`config.mk`:
```
export PLATFORM = sky130hd
export DESIGN_NAME = piece_sequencer_flat
export DESIGN_NICKNAME = d
export VERILOG_FILES = /design/src/rtl/piece_sequencer_if.sv /design/src/rtl/piece_sequencer.sv /design/src/flat_wrapper.sv
export SDC_FILE = /design/constraint.sdc
export NUM_CORES = 1
export LEC_CHECK = 0
export CAP_MARGIN = 10
export CORE_UTILIZATION = 57
export DETAILED_ROUTE_END_ITERATION = 10
export HOLD_SLACK_MARGIN = 0.02
export PLACE_DENSITY = 0.78
export RECOVER_POWER = 50
export SLEW_MARGIN = 20
export SYNTH_ARGS = -nofsm -noshare
export SYNTH_HDL_FRONTEND = slang
export SYNTH_SLANG_ARGS = --single-unit
```
`constraint.sdc`:
```
create_clock -name clk -period 2.8 [get_ports clk]
set_input_delay 0.84 -clock clk [delete_from_list [all_inputs] [get_ports clk]]
set_output_delay 0.84 -clock clk [all_outputs]
set_load 0.1 [all_outputs]
```
`src/rtl/piece_sequencer_if.sv`:
```
// Piece hand-off bundle between the piece sequencer and the game FSM.
// master: game FSM side (drives restart/piece_req, observes the piece stream).
// slave : sequencer side (drives ready/piece_valid/cur_block/next_block).
interface piece_sequencer_if;
  logic       restart;
  logic       piece_req;
  logic       ready;
  logic       piece_valid;
  logic [2:0] cur_block;
  logic [2:0] next_block;

  modport master (
    output restart, piece_req,
    input  ready, piece_valid, cur_block, next_block
  );

  modport slave (
    input  restart, piece_req,
    output ready, piece_valid, cur_block, next_block
  );
endinterface

```
`src/rtl/piece_sequencer.sv`:
```
// Tetris piece stream generator: 7-bag randomiser driven by a free-running
// Galois LFSR, one bounded (1..8 cycle) draw per piece.
// Ports:
//   clk  - system clock
//   rst  - asynchronous reset, active-low
//   bus  - slave side of piece_sequencer_if:
//          restart/piece_req in; ready, piece_valid, cur_block, next_block out
module piece_sequencer #(
  parameter logic [15:0] SEED = 16'hACE1
) (
  input  logic             clk,
  input  logic             rst,
  piece_sequencer_if.slave bus
);
  localparam int unsigned LFSR_W = 16;
  localparam int unsigned CODE_W = 3;
  localparam int unsigned SLOTS  = 7;
  localparam logic [LFSR_W-1:0] LFSR_TAPS = 16'hB400;
  localparam logic [SLOTS-1:0]  BAG_FULL  = 7'h7F;

  typedef enum logic [1:0] {ST_INIT, ST_READY, ST_DRAW} state_t;

  state_t              state, state_nxt;
  logic [LFSR_W-1:0]   lfsr;
  logic [SLOTS-1:0]    bag, bag_nxt, bag_clr;
  logic [2:0]          tries, tries_nxt;
  logic [CODE_W-1:0]   cur_q, cur_nxt, next_q, next_nxt;
  logic                valid_q, valid_nxt, ready_q;
  logic [SLOTS:0]      bag_ext;
  logic [2:0]          cand, low_slot, pick;
  logic                cand_hit, accept;

  // Slot 6 (Z) maps to code 111; code 110 is unused.
  function automatic logic [CODE_W-1:0] slot_code(input logic [2:0] s);
    return (s == 3'd6) ? 3'd7 : s;
  endfunction

  // Free-running LFSR, never stalls and is not reseeded by restart.
  always_ff @(posedge clk or negedge rst) begin
    if (!rst) lfsr <= SEED;
    else      lfsr <= {1'b0, lfsr[LFSR_W-1:1]} ^ (lfsr[0] ? LFSR_TAPS : '0);
  end

  // Draw datapath: candidate hit test plus lowest-free-slot fallback.
  always_comb begin
    cand     = lfsr[2:0];
    bag_ext  = {1'b0, bag};          // bit 7 is zero, so candidate 7 never hits
    cand_hit = bag_ext[cand];
    low_slot = 3'd0;
    for (int i = SLOTS - 1; i >= 0; i--) begin
      if (bag[i]) low_slot = 3'(i);
    end
    pick     = cand_hit ? cand : low_slot;
    accept   = cand_hit || (tries == 3'd7);
    bag_clr  = bag & ~(SLOTS'(1) << pick);
  end

  // Next-state and output logic.
  always_comb begin
    state_nxt = state;
    bag_nxt   = bag;
    tries_nxt = tries;
    cur_nxt   = cur_q;
    next_nxt  = next_q;
    valid_nxt = 1'b0;

    case (state)
      ST_INIT, ST_DRAW: begin
        if (accept) begin
          next_nxt  = slot_code(pick);
          bag_nxt   = (bag_clr == '0) ? BAG_FULL : bag_clr;
          tries_nxt = 3'd0;
          state_nxt = ST_READY;
        end else begin
          tries_nxt = tries + 3'd1;
        end
      end
      ST_READY: begin
        if (bus.piece_req) begin
          cur_nxt   = next_q;
          valid_nxt = 1'b1;
          state_nxt = ST_DRAW;
        end
      end
      default: state_nxt = ST_INIT;
    endcase

    // New game overrides any same-cycle accept or request.
    if (bus.restart) begin
      state_nxt = ST_INIT;
      bag_nxt   = BAG_FULL;
      tries_nxt = 3'd0;
      cur_nxt   = cur_q;
      next_nxt  = next_q;
      valid_nxt = 1'b0;
    end
  end

  // State and output registers.
  always_ff @(posedge clk or negedge rst) begin
    if (!rst) begin
      state   <= ST_INIT;
      bag     <= BAG_FULL;
      tries   <= 3'd0;
      cur_q   <= '0;
      next_q  <= '0;
      valid_q <= 1'b0;
      ready_q <= 1'b0;
    end else begin
      state   <= state_nxt;
      bag     <= bag_nxt;
      tries   <= tries_nxt;
      cur_q   <= cur_nxt;
      next_q  <= next_nxt;
      valid_q <= valid_nxt;
      ready_q <= (state_nxt == ST_READY);
    end
  end

  assign bus.ready       = ready_q;
  assign bus.piece_valid = valid_q;
  assign bus.cur_block   = cur_q;
  assign bus.next_block  = next_q;
endmodule

```
`src/flat_wrapper.sv`:
```
// flat-port wrapper written by rule: the top's interface ports become plain ports
module piece_sequencer_flat 
#(
  parameter logic [15:0] SEED = 16'hACE1
)
  (clk, rst, bus_restart, bus_piece_req, bus_ready, bus_piece_valid, bus_cur_block, bus_next_block);
  piece_sequencer_if bus_i ();
  input  logic clk;
  input  logic rst;
  input wire logic [$bits(bus_i.restart)-1:0] bus_restart;
  input wire logic [$bits(bus_i.piece_req)-1:0] bus_piece_req;
  output wire logic [$bits(bus_i.ready)-1:0] bus_ready;
  output wire logic [$bits(bus_i.piece_valid)-1:0] bus_piece_valid;
  output wire logic [$bits(bus_i.cur_block)-1:0] bus_cur_block;
  output wire logic [$bits(bus_i.next_block)-1:0] bus_next_block;
  assign bus_i.restart = bus_restart;
  assign bus_i.piece_req = bus_piece_req;
  assign bus_ready = bus_i.ready;
  assign bus_piece_valid = bus_i.piece_valid;
  assign bus_cur_block = bus_i.cur_block;
  assign bus_next_block = bus_i.next_block;
  piece_sequencer #(.SEED(SEED)) u_core (.clk(clk), .rst(rst), .bus(bus_i));
endmodule
```
==> results by group, run 1 <==
Outcome
  • Status: completed

Pwr
  • Sequential power share: 36.5%
  • Leak: 0.826 nW
  • P_int: about 1.1 mW
  • Maximum vdd drop: 1.23 mV
  • Comb power frac: 45.1%
  • Switch share: between 40 and 50%
  • Power share of the clock group: 18.4%
  • P_sw: 849 uW
  • Overall Power: 1.90 mW
  • PD cells: 995 nW/um2

Timing
  • Fmax: 375 MHz
  • Hold Violations, Final: 0
  • Fin Setup TNS: 0 ns
  • Final Critical Period: 2.67 ns
  • RSZ-0062 raised after global routing: false
  • Max-slew violations: 0
  • Fin crit share: 95.2%
  • Post-Route Skew: around 0.0075 ns
  • # setup viols final: 0
  • Hold WS: 0.357 ns
  • Worst Max-Slew Pin Slew: roughly 0.86 ns
  • Final WS setup: between 0.1 and 0.15 ns
  • Max-slew headroom: 42.9%

Floorplanning
  • Die H: 55.7 um
  • DIE AREA: 3110 um2
  • # IOs: 12
  • Initial Util: 60.2%
  • Core Region: around 2700 um2
  • Die Wd: 55.7 um
  • Site Rows: 19

Global route
  • GRT overflow: 0
  • Largest net degree at the start of global routing: 37
  • GRT Overall Usage: 23.1%
  • Initial antenna violation count: 0
  • First-pass GRT wire length: 5.36 mm
  • Vias in the first global route: 1147

Cells and area
  • Commonest non-fill, non-tap cell in the layout: dfrtp_1
  • Nets: between 150 and 200
  • Final instance area: 1910 um2
  • ANT cells: 0
  • Share of cells above drive strength 1: 37.3%
  • Cell Count, Final, Fillers Out: 184
  • Final Util: 69.9%
  • Most frequent cells in the layout: dfrtp_1 (21), nor2_1 (16), buf_4 (14), dfstp_2 (14), mux2i_1 (8)
  • Layout Area Growth over Synthesis: 16.1%

Critical path
  • Critical path arrival: 2.95 ns
  • Startpoint types: flop
  • CP Class: reg -> reg
  • CP Max Fanout: 6
  • Critical path endpoint category: flop
  • WP data required: 3.09 ns

Synthesis
  • Synth top area share: a little under a third
  • #FFs+latches synth: 36
  • Net Count, Synth: ~140
  • Cell Area, Synth: 1650 um2
  • Register area share after synthesis: 55.9%
  • Ranking of synthesized cells by area: dfrtp_1 (32%), dfstp_2 (24%), mux2i_1 (4.9%)
  • Avg Cell Area, Syn: approximately 13 um2
  • Synth warn: 0
  • Netlist cell types: 44
  • Synthesized instance count: 131
  • Synth area leader: dfrtp_1

CTS
  • Clock root buffer: clkbuf_4
  • Cts hold-fix bufs: 0
  • Clk Latency, worst-skew pair: 0.34 ns
  • Clk sinks: 36
  • Post-CTS sizing: 0
  • H-tree depth: 2
  • Postcts setup bufs: 0
  • TritonCTS Buffers: 5
  • Clock buffer depth: 2
  • CTS clock-pin slew for the worst setup and hold paths: roughly 0.10 ns
  • CTS tree: done

Flow run
  • Maxcap violations: 0

Placement
  • Port bufs: 11
  • Post-DP HPWL: approximately 2.2 mm
  • Dpl ws: roughly 0.09 ns
  • Placed inst area: between 1500 and 2000 um2
  • RD Place Congestion: about 0.9
  • Placed Instances: 176

Routing
  • DRT antenna net count: 0
  • Routed len/inst: 17.3 um
  • Detailed Route WL: about 3.2 mm
  • Iteration-0 DRC Markers: 44
  • DRC viols: 0
  • Vias per cell: slightly above 6
  • Routed vias: 1116
  • 1st-pass router iterations: 4

Min path
  • Hold WC Path Type: reg -> reg
layout make-up:
type | count | area (um2)
clock inverter | 2 | 35.0
tap | 31 | 38.8
multi-input combinational | 90 | 732
sequential | 36 | 920
clock buffer | 6 | 41.3
inverter | 1 | 3.75
timing repair buffer | 18 | 140
fill | 220 | 823
logic make-up (layout without fill, tap and decap cells):
family | Yosys count | count (layout) | synth area share [%]
muxes | 13 | 13 | 8.97
adders and majority gates | 2 | 2 | 1.52
AOI/OAI and AO/OA | 29 | 29 | 14.3
and+or+nand+nor | 43 | 43 | 16.0
DFF | 36 | 36 | 55.9
buffers and inverters | 5 | 27 | 1.67
xor gates and xnor gates | 3 | 3 | 1.60
power by group through the flow:
| stage | clock [mW] | sequential, mW | combinational (mW) |
|---|---|---|---|
| CTS | 0.363 | 0.691 | 0.852 |
| global route | 0.381 | 0.705 | 0.904 |
| global placement | 0 | 0.693 | 0.832 |
| detailed placement | 0 | 0.701 | 0.848 |
| finish | 0.350 | 0.694 | 0.858 |
| floorplan | 0 | 1.04 | 0.311 |
final timing paths:
| path | from | end | slack (ns) | cells after the start |
|---|---|---|---|---|
| max | u_core.lfsr[0] | u_core.bag[3] | 0.13 | 7 |
| min | u_core.lfsr[3] | u_core.lfsr[2] | 0.36 | 0 |
| min in group asynchronous | rst | u_core.lfsr[2] | 1.13 | 2 |
| max reg2reg | u_core.lfsr[0] | u_core.bag[3] | 0.13 | 7 |
| max in group asynchronous | rst | u_core.bus.ready | 1.14 | 2 |
| min reg2reg | u_core.lfsr[3] | u_core.lfsr[2] | 0.36 | 0 |
routing by layer:
| metal | vias up | wire length [um] | part of all wire, % | track usage [%] |
|---|---|---|---|---|
| li1 | 526 | - | - | - |
| met3 | 7 | 121 | 3.8 | 7.91 |
| met4 | 0 | 58 | 1.8 | 8.93 |
| met1 | 563 | 1450 | 46 | 30.0 |
| met2 | 20 | 1540 | 49 | 35.8 |
| met5 | - | 0 | 0 | 0 |
Yosys cell counts (all sizes together):
master   instances
o31a             1
o22a             6
a221oi           1
dfrtp           21
nor2            16
dfstp           15
a31oi            1
and4b            1
nor3b            2
mux2             4
nand2            3
a22oi            4
mux4             1
ha               2
o22ai            1
o32ai            1
nand2b           5
a21o             1
mux2i            8
a2bb2oi          1
or2              3
o32a             2
a31o             1
buf              2
nor4b            2
nor3             6
xor2             3
inv              1
a211o            1
nor2b            3
or3              1
a21oi            7
o311ai           1
clkbuf           2
nand3            1
state kept, by name (all words and copies together) (netlist names):
register / count
u_core.bag: 7
u_core.bus.cur_block: 3
u_core.state: 2
u_core.bus.piece_valid: 1
u_core.bus.next_block: 3
u_core.tries: 3
u_core.lfsr: 16
u_core.bus.ready: 1
worst max-delay path, stage by stage (launching register included):
cell       delay, ns
dfstp_1         0.68
mux4_2          0.62
mux2i_1         0.21
or2_2           0.36
nor3_2          0.19
a2bb2oi_2       0.24
nand2b_4        0.18
o32a_1          0.15
No activity file was read; power rests on OpenSTA's default activity.
==> run 2, diff against run 1 <==
==> constraint.sdc (replaced) <==
create_clock -name clk -period 2.8 [get_ports clk]
set_input_delay 0.84 -clock clk [delete_from_list [all_inputs] [get_ports clk]]
set_output_delay 0.84 -clock clk [all_outputs]
set_load 0.01 [all_outputs]
==> results by group, run 2 (same netlist as run 1, synthesis figures left out) <==
Floorplanning
  • DIE AREA: 3110 um2 (unchanged)
  • Core Region: 2730 um2 (unchanged)
  • Die Wd: 55.7 um (unchanged)
  • Initial Util: 60.2% (unchanged)
  • # IOs: 12 (unchanged)
  • Die H: 55.7 um (unchanged)
  • Site Rows: 19 (unchanged)

Min path
  • Hold Path Sink: u_core.lfsr[11]
  • Min-delay src: u_core.lfsr[12]
  • Hold WC Path Type: reg -> reg
  • Hold Crit Depth: 0 (unchanged)

Global route
  • GRT Overall Usage: 24.7% (+1.6 points)
  • Largest net degree at the start of global routing: 37 (unchanged)
  • Met2 usage: 39.1% (+3.3 points)
  • Vias in the first global route: 1190 (+3.7%)
  • First-pass GRT wire length: 5.63 mm (+5.0%)
  • Routing usage on met3: 7.21% (-0.70 points)
  • GRT overflow: 0 (unchanged)
  • M1 GR Usage: 30.7% (+0.75 points)
  • Gr busiest metal: met2
  • Initial antenna violation count: 0 (unchanged)

Critical path
  • FF-to-FF End: u_core.bag[3]
  • Crit-path slowest cell: dfstp_2
  • Crit path from: u_core.bag[1]
  • CP bufs+invs: 0 (unchanged)
  • Most used cell, CP: mux2i_1
  • Worst R2R Setup Slack: 0.13 ns (about the same)
  • CP top delay family: multiplexers
  • RR Startpoint: u_core.bag[1]
  • Startpoint types: flop
  • Slowest stage delay, CP: 0.61 ns (-0.07 ns)
  • CP Cell Sequence: mux2i_1 > mux4_2 > mux2i_1 > and4b_1 > o32ai_2 > a2bb2oi_2 > nand2b_4 > o32a_1
  • Worst reg2reg path depth: 8 (+1)
  • Critical path endpoint category: flop
  • Critical path arrival: 2.94 ns (about the same)
  • CP Max Fanout: 7 (+1)
  • WP data required: 3.07 ns (-0.02 ns)
  • CP Class: reg -> reg

Timing
  • RSZ-0062 raised after global routing: false
  • Max-slew headroom: 43.2% (+0.34 points)
  • Fin Setup TNS: 0 ns (unchanged)
  • Worst Max-Slew Pin Slew: 0.851 ns (-0.00504 ns)
  • Hold WS: 0.358 ns (+0.00123 ns)
  • Max-slew violations: 0 (unchanged)
  • Hold Violations, Final: 0 (unchanged)
  • # setup viols final: 0 (unchanged)
  • Fin crit share: 95.4% (+0.23 points)
  • Final Critical Period: 2.67 ns (+0.00647 ns)
  • Post-Route Skew: 0.00343 ns (-0.00406 ns)
  • Fmax: 374 MHz (-0.24%)

Cells and area
  • Share of cells above drive strength 1: 33.8% (-3.5 points)
  • Layout Area Growth over Synthesis: 18.7%
  • ANT cells: 0 (unchanged)
  • Commonest non-fill, non-tap cell in the layout: dfrtp_1
  • Largest Register: u_core.lfsr
  • Nets: 162 (+2.5%)
  • Cell Count, Final, Fillers Out: 188 (+2.2%)
  • Most frequent cells in the layout: dfrtp_1 (21), nor2_1 (16), dfstp_2 (14)
  • Largest register FFs: 16 (unchanged)
  • Biggest regs: u_core.lfsr: 16 flops, u_core.bag: 7 flops

CTS
  • Clk sinks: 36 (unchanged)
  • H-tree depth: 2 (unchanged)
  • Clock buffer depth: 2 (unchanged)
  • Clk Latency, worst-skew pair: 0.33 ns (about the same)
  • Clock root buffer: clkbuf_4
  • TritonCTS Buffers: 5 (unchanged)
  • Cts hold-fix bufs: 0 (unchanged)
  • CTS tree: done
  • CTS clock-pin slew for the worst setup and hold paths: 0.10 ns (about the same)

Routing
  • 1st-pass router iterations: 4 (unchanged)
  • Detailed Route WL: 3.29 mm (+3.6%)
  • DRC viols: 0 (unchanged)
  • DRT antenna net count: 0 (unchanged)
  • Routed len/inst: 17.5 um (+1.4%)
  • Routed vias: 1137 (+1.9%)
  • Iteration-0 DRC Markers: 37 (-16%)
  • Vias per cell: 6.05 (-0.29%)

Placement
  • RD Place Congestion: 0.855 (-2.7%)
  • Post-DP HPWL: 2.33 mm (+3.5%)
  • Placed Instances: 177 (+0.57%)
  • Port bufs: 11 (unchanged)

Outcome
  • Status: completed

Flow run
  • Maxcap violations: 0 (unchanged)

Pwr
  • PD cells: 821 nW/um2 (-18%)
  • Leak: 0.831 nW (+0.67%)
  • Maximum vdd drop: 0.739 mV (-40%)
[run 2: cell types whose count changed in the layout (fill, tap and decap cells not counted), sizes merged]
cell           before  now
clkdlybuf4s50       2   10
buf                14   10
[run 2: report_power, final]
| group | internal (mW) | switching [mW] |
|---|---|---|
| logic | 0.294 | 0.267 |
| clock network | 0.187 | 0.162 |
| registers | 0.613 | 0.0804 |
| total | 1.09 | 0.509 |
[run 2: what timing repair did]
item                       in CTS  in global routing
resized for setup               0                  4
buffers inserted                0                  3
setup endpoints to repair       0                  7
[run 2: stage by stage]
stage / util, % / total power, mW / setup slack (ns) / instance area (um2)
floorplan: - / 1.01 / 0.305 / 1650
global placement: 67.0 / 1.19 / 0.169 / 1830
detailed placement: 67.0 / 1.22 / 0.0432 / 1830
CTS: 69.7 / 1.58 / 0.00929 / 1910
global route: 71.4 / 1.69 / 0.0187 / 1950
finish: 71.4 / 1.60 / 0.128 / 1950
[run 2: metal layers]
layer	vias to the layer above	wire length (um)	part of all wire, %
li1	531	-	-
met1	567	1420	43
met2	28	1670	51
met3	11	102	3.1
met4	0	98	3.0
met5	-	0	0
[run 2: worst reg2reg max path: cells and delay by family (launching register included)]
family	cells	cell delay (ns)
AOI/OAI and AO/OA	3	0.71
DFF	1	0.61
muxes	3	0.88
and+or+nand+nor	2	0.41
[run 2: cell type report]
cell class	instances	area, um2
Sequential cell	36	920
Fill cell	188	781
Multi-Input combinational cell	90	724
Timing Repair Buffer	22	190
Clock buffer	6	41.3
Tap cell	31	38.8
Clock inverter	2	35.0
Inverter	1	3.75
[run 2: worst max path at each step]
stage               cells past startpoint  slack (ns)            end
CTS                                     8       0.009  u_core.bag[3]
finish                                  8        0.13  u_core.bag[3]
global route                            8        0.02  u_core.bag[3]
detailed placement                      8        0.04  u_core.bag[3]
global placement                        8        0.17  u_core.bag[3]
floorplan                               8        0.30  u_core.bag[3]
==> run 3, diff against run 2 <==
--- a/config.mk
+++ b/config.mk
@@ -9,6 +9,7 @@
 export CORE_UTILIZATION = 57
 export DETAILED_ROUTE_END_ITERATION = 10
 export HOLD_SLACK_MARGIN = 0.02
+export MAX_ROUTING_LAYER = met4
 export PLACE_DENSITY = 0.78
 export RECOVER_POWER = 50
 export SLEW_MARGIN = 20
==> results by group, run 3 (same netlist as run 1, synthesis figures left out) <==
Timing
  • Final Critical Period: 2.73 ns (+0.0626 ns)
  • Post-Route Skew: 0.00626 ns (+0.00283 ns)
  • Max-slew violations: 0 (unchanged)
  • Fmax: 366 MHz (-2.3%)
  • # setup viols final: 0 (unchanged)
  • Final WS setup: 0.0659 ns (-0.0626 ns)
  • Fin crit share: 97.6% (+2.2 points)
  • Fin Setup TNS: 0 ns (unchanged)
  • Worst Max-Slew Pin Slew: 0.842 ns (-0.00896 ns)
  • Max-slew headroom: 43.8% (+0.60 points)
  • Hold WS: 0.356 ns (-0.00271 ns)
  • Hold Violations, Final: 0 (unchanged)

Placement
  • Dpl ws: 0.0732 ns (+0.0300 ns)
  • Port bufs: 11 (unchanged)
  • RD Place Congestion: 0.886 (+3.6%)
  • Post-DP HPWL: 2.21 mm (-5.0%)

Critical path
  • CP Cell Sequence: mux2i_1 > mux4_2 > mux2i_1 > or2_2 > nor3_1 > a2bb2oi_2 > nand2b_4 > o32a_1
  • Critical path endpoint category: flop
  • Slowest stage delay, CP: 0.62 ns (about the same)
  • CP Class: reg -> reg
  • Most used cell, CP: mux2i_1
  • CP Max Fanout: 8 (+1)
  • CP top delay family: multiplexers
  • WP data required: 3.10 ns (+0.03 ns)
  • Startpoint types: flop
  • CP bufs+invs: 0 (unchanged)
  • Critical path arrival: 3.03 ns (+0.09 ns)
  • Crit-path slowest cell: dfstp_2

CTS
  • Post-CTS sizing: 0 (unchanged)
  • Clk sinks: 36 (unchanged)
  • TritonCTS Buffers: 5 (unchanged)
  • Postcts setup bufs: 0 (unchanged)
  • CTS clock-pin slew for the worst setup and hold paths: 0.11 ns (about the same)
  • H-tree depth: 2 (unchanged)
  • Clock root buffer: clkbuf_4
  • Cts hold-fix bufs: 0 (unchanged)
  • Clock buffer depth: 2 (unchanged)
  • Clk Latency, worst-skew pair: 0.34 ns (about the same)
  • CTS tree: done

Outcome
  • Status: completed

Cells and area
  • Biggest regs: u_core.lfsr: 16 flops, u_core.bag: 7 flops
  • Nets: 159 (-1.9%)
  • ANT cells: 0 (unchanged)
  • Largest Register: u_core.lfsr
  • Commonest non-fill, non-tap cell in the layout: dfrtp_1
  • Share of cells above drive strength 1: 32.5% (-1.3 points)
  • Largest register FFs: 16 (unchanged)
  • Final Util: 72.3% (+0.87 points)
  • Most frequent cells in the layout: dfrtp_1 (21), nor2_1 (16), dfstp_2 (14)
  • Layout Area Growth over Synthesis: 20.2%

Global route
  • GRT overflow: 0 (unchanged)
  • Largest net degree at the start of global routing: 37 (unchanged)
  • Vias in the first global route: 1167 (-1.9%)
  • GRT Overall Usage: 23.4% (-1.3 points)
  • Initial antenna violation count: 0 (unchanged)
  • First-pass GRT wire length: 5.28 mm (-6.3%)

Routing
  • Vias per cell: 6.09 (+0.64%)
  • 1st-pass router iterations: 4 (unchanged)
  • DRC viols: 0 (unchanged)
  • Detailed Route WL: 3.20 mm (-2.7%)
  • Iteration-0 DRC Markers: 39 (+5.4%)
  • DRT antenna net count: 0 (unchanged)
  • Routed vias: 1126 (-0.97%)
  • Routed len/inst: 17.3 um (-1.1%)

Flow run
  • Maxcap violations: 0 (unchanged)

Pwr
  • PD cells: 893 nW/um2 (+8.9%)
  • Overall Power: 1.77 mW (+10%)
  • Maximum vdd drop: 0.827 mV (+12%)
  • Leak: 0.842 nW (+1.2%)

Min path
  • Hold WC Path Type: reg -> reg

Floorplanning
  • Die Wd: 55.7 um (unchanged)
  • Core Region: 2730 um2 (unchanged)
  • Initial Util: 60.2% (unchanged)
  • Site Rows: 19 (unchanged)
  • Die H: 55.7 um (unchanged)
  • DIE AREA: 3110 um2 (unchanged)
  • # IOs: 12 (unchanged)
## run 3: cell count changes in the layout (fill, tap and decap cells not counted)
cell | before | now
clkinv_2 | 1 | 0
bufinv_16 | 1 | 3
buf_4 | 10 | 7
nor3_2 | 1 | 0
clkbuf_1 | 1 | 0
nor3_1 | 4 | 5
## run 3: worst reg2reg max path, stage by stage (launching register included)
cell	delay, ns
dfstp_2	0.62
mux2i_1	0.14
mux4_2	0.56
mux2i_1	0.19
or2_2	0.35
nor3_1	0.26
a2bb2oi_2	0.25
nand2b_4	0.18
o32a_1	0.14
## run 3: layout make-up
type / count / area, um2
Sequential cell: 36 / 920
Clock inverter: 3 / 90.1
Inverter: 1 / 3.75
Timing Repair Buffer: 19 / 168
Fill cell: 195 / 757
Clock buffer: 5 / 37.5
Multi-Input combinational cell: 90 / 719
Tap cell: 31 / 38.8
## run 3: path summary, 6_finish.rpt
check,startpoint,to,slack [ns],cells after the start
min,u_core.lfsr[7],u_core.lfsr[6],0.36,0
min in group asynchronous,rst,u_core.lfsr[2],1.12,2
min reg2reg,u_core.lfsr[7],u_core.lfsr[6],0.36,0
max in group asynchronous,rst,u_core.lfsr[12],1.15,2
max,u_core.bag[1],u_core.bag[3],0.07,8
max reg2reg,u_core.bag[1],u_core.bag[3],0.07,8
## run 3: metal layers
layer	part of all wire [%]	GRT usage, %	routed length, um
met5	0	-	0
met2	47	33.6	1510
met4	2.6	11.4	82
met3	4.0	8.14	128
met1	46	29.8	1470
## run 3: power by group
group	internal [mW]	switching (mW)	total [mW]
Combinational	0.270	0.261	0.531
Sequential	0.613	0.0821	0.695
Clock	0.368	0.172	0.540
Total	1.25	0.515	1.77
## run 3: per-stage QoR
| stage | area (um2) | cells |
|---|---|---|
| after floorplan | 1650 | 131 |
| after global placement | 1830 | 177 |
| after detailed placement | 1830 | 177 |
| after CTS | 1960 | 185 |
| after global routing | 1980 | 185 |
| final | 1980 | 185 |
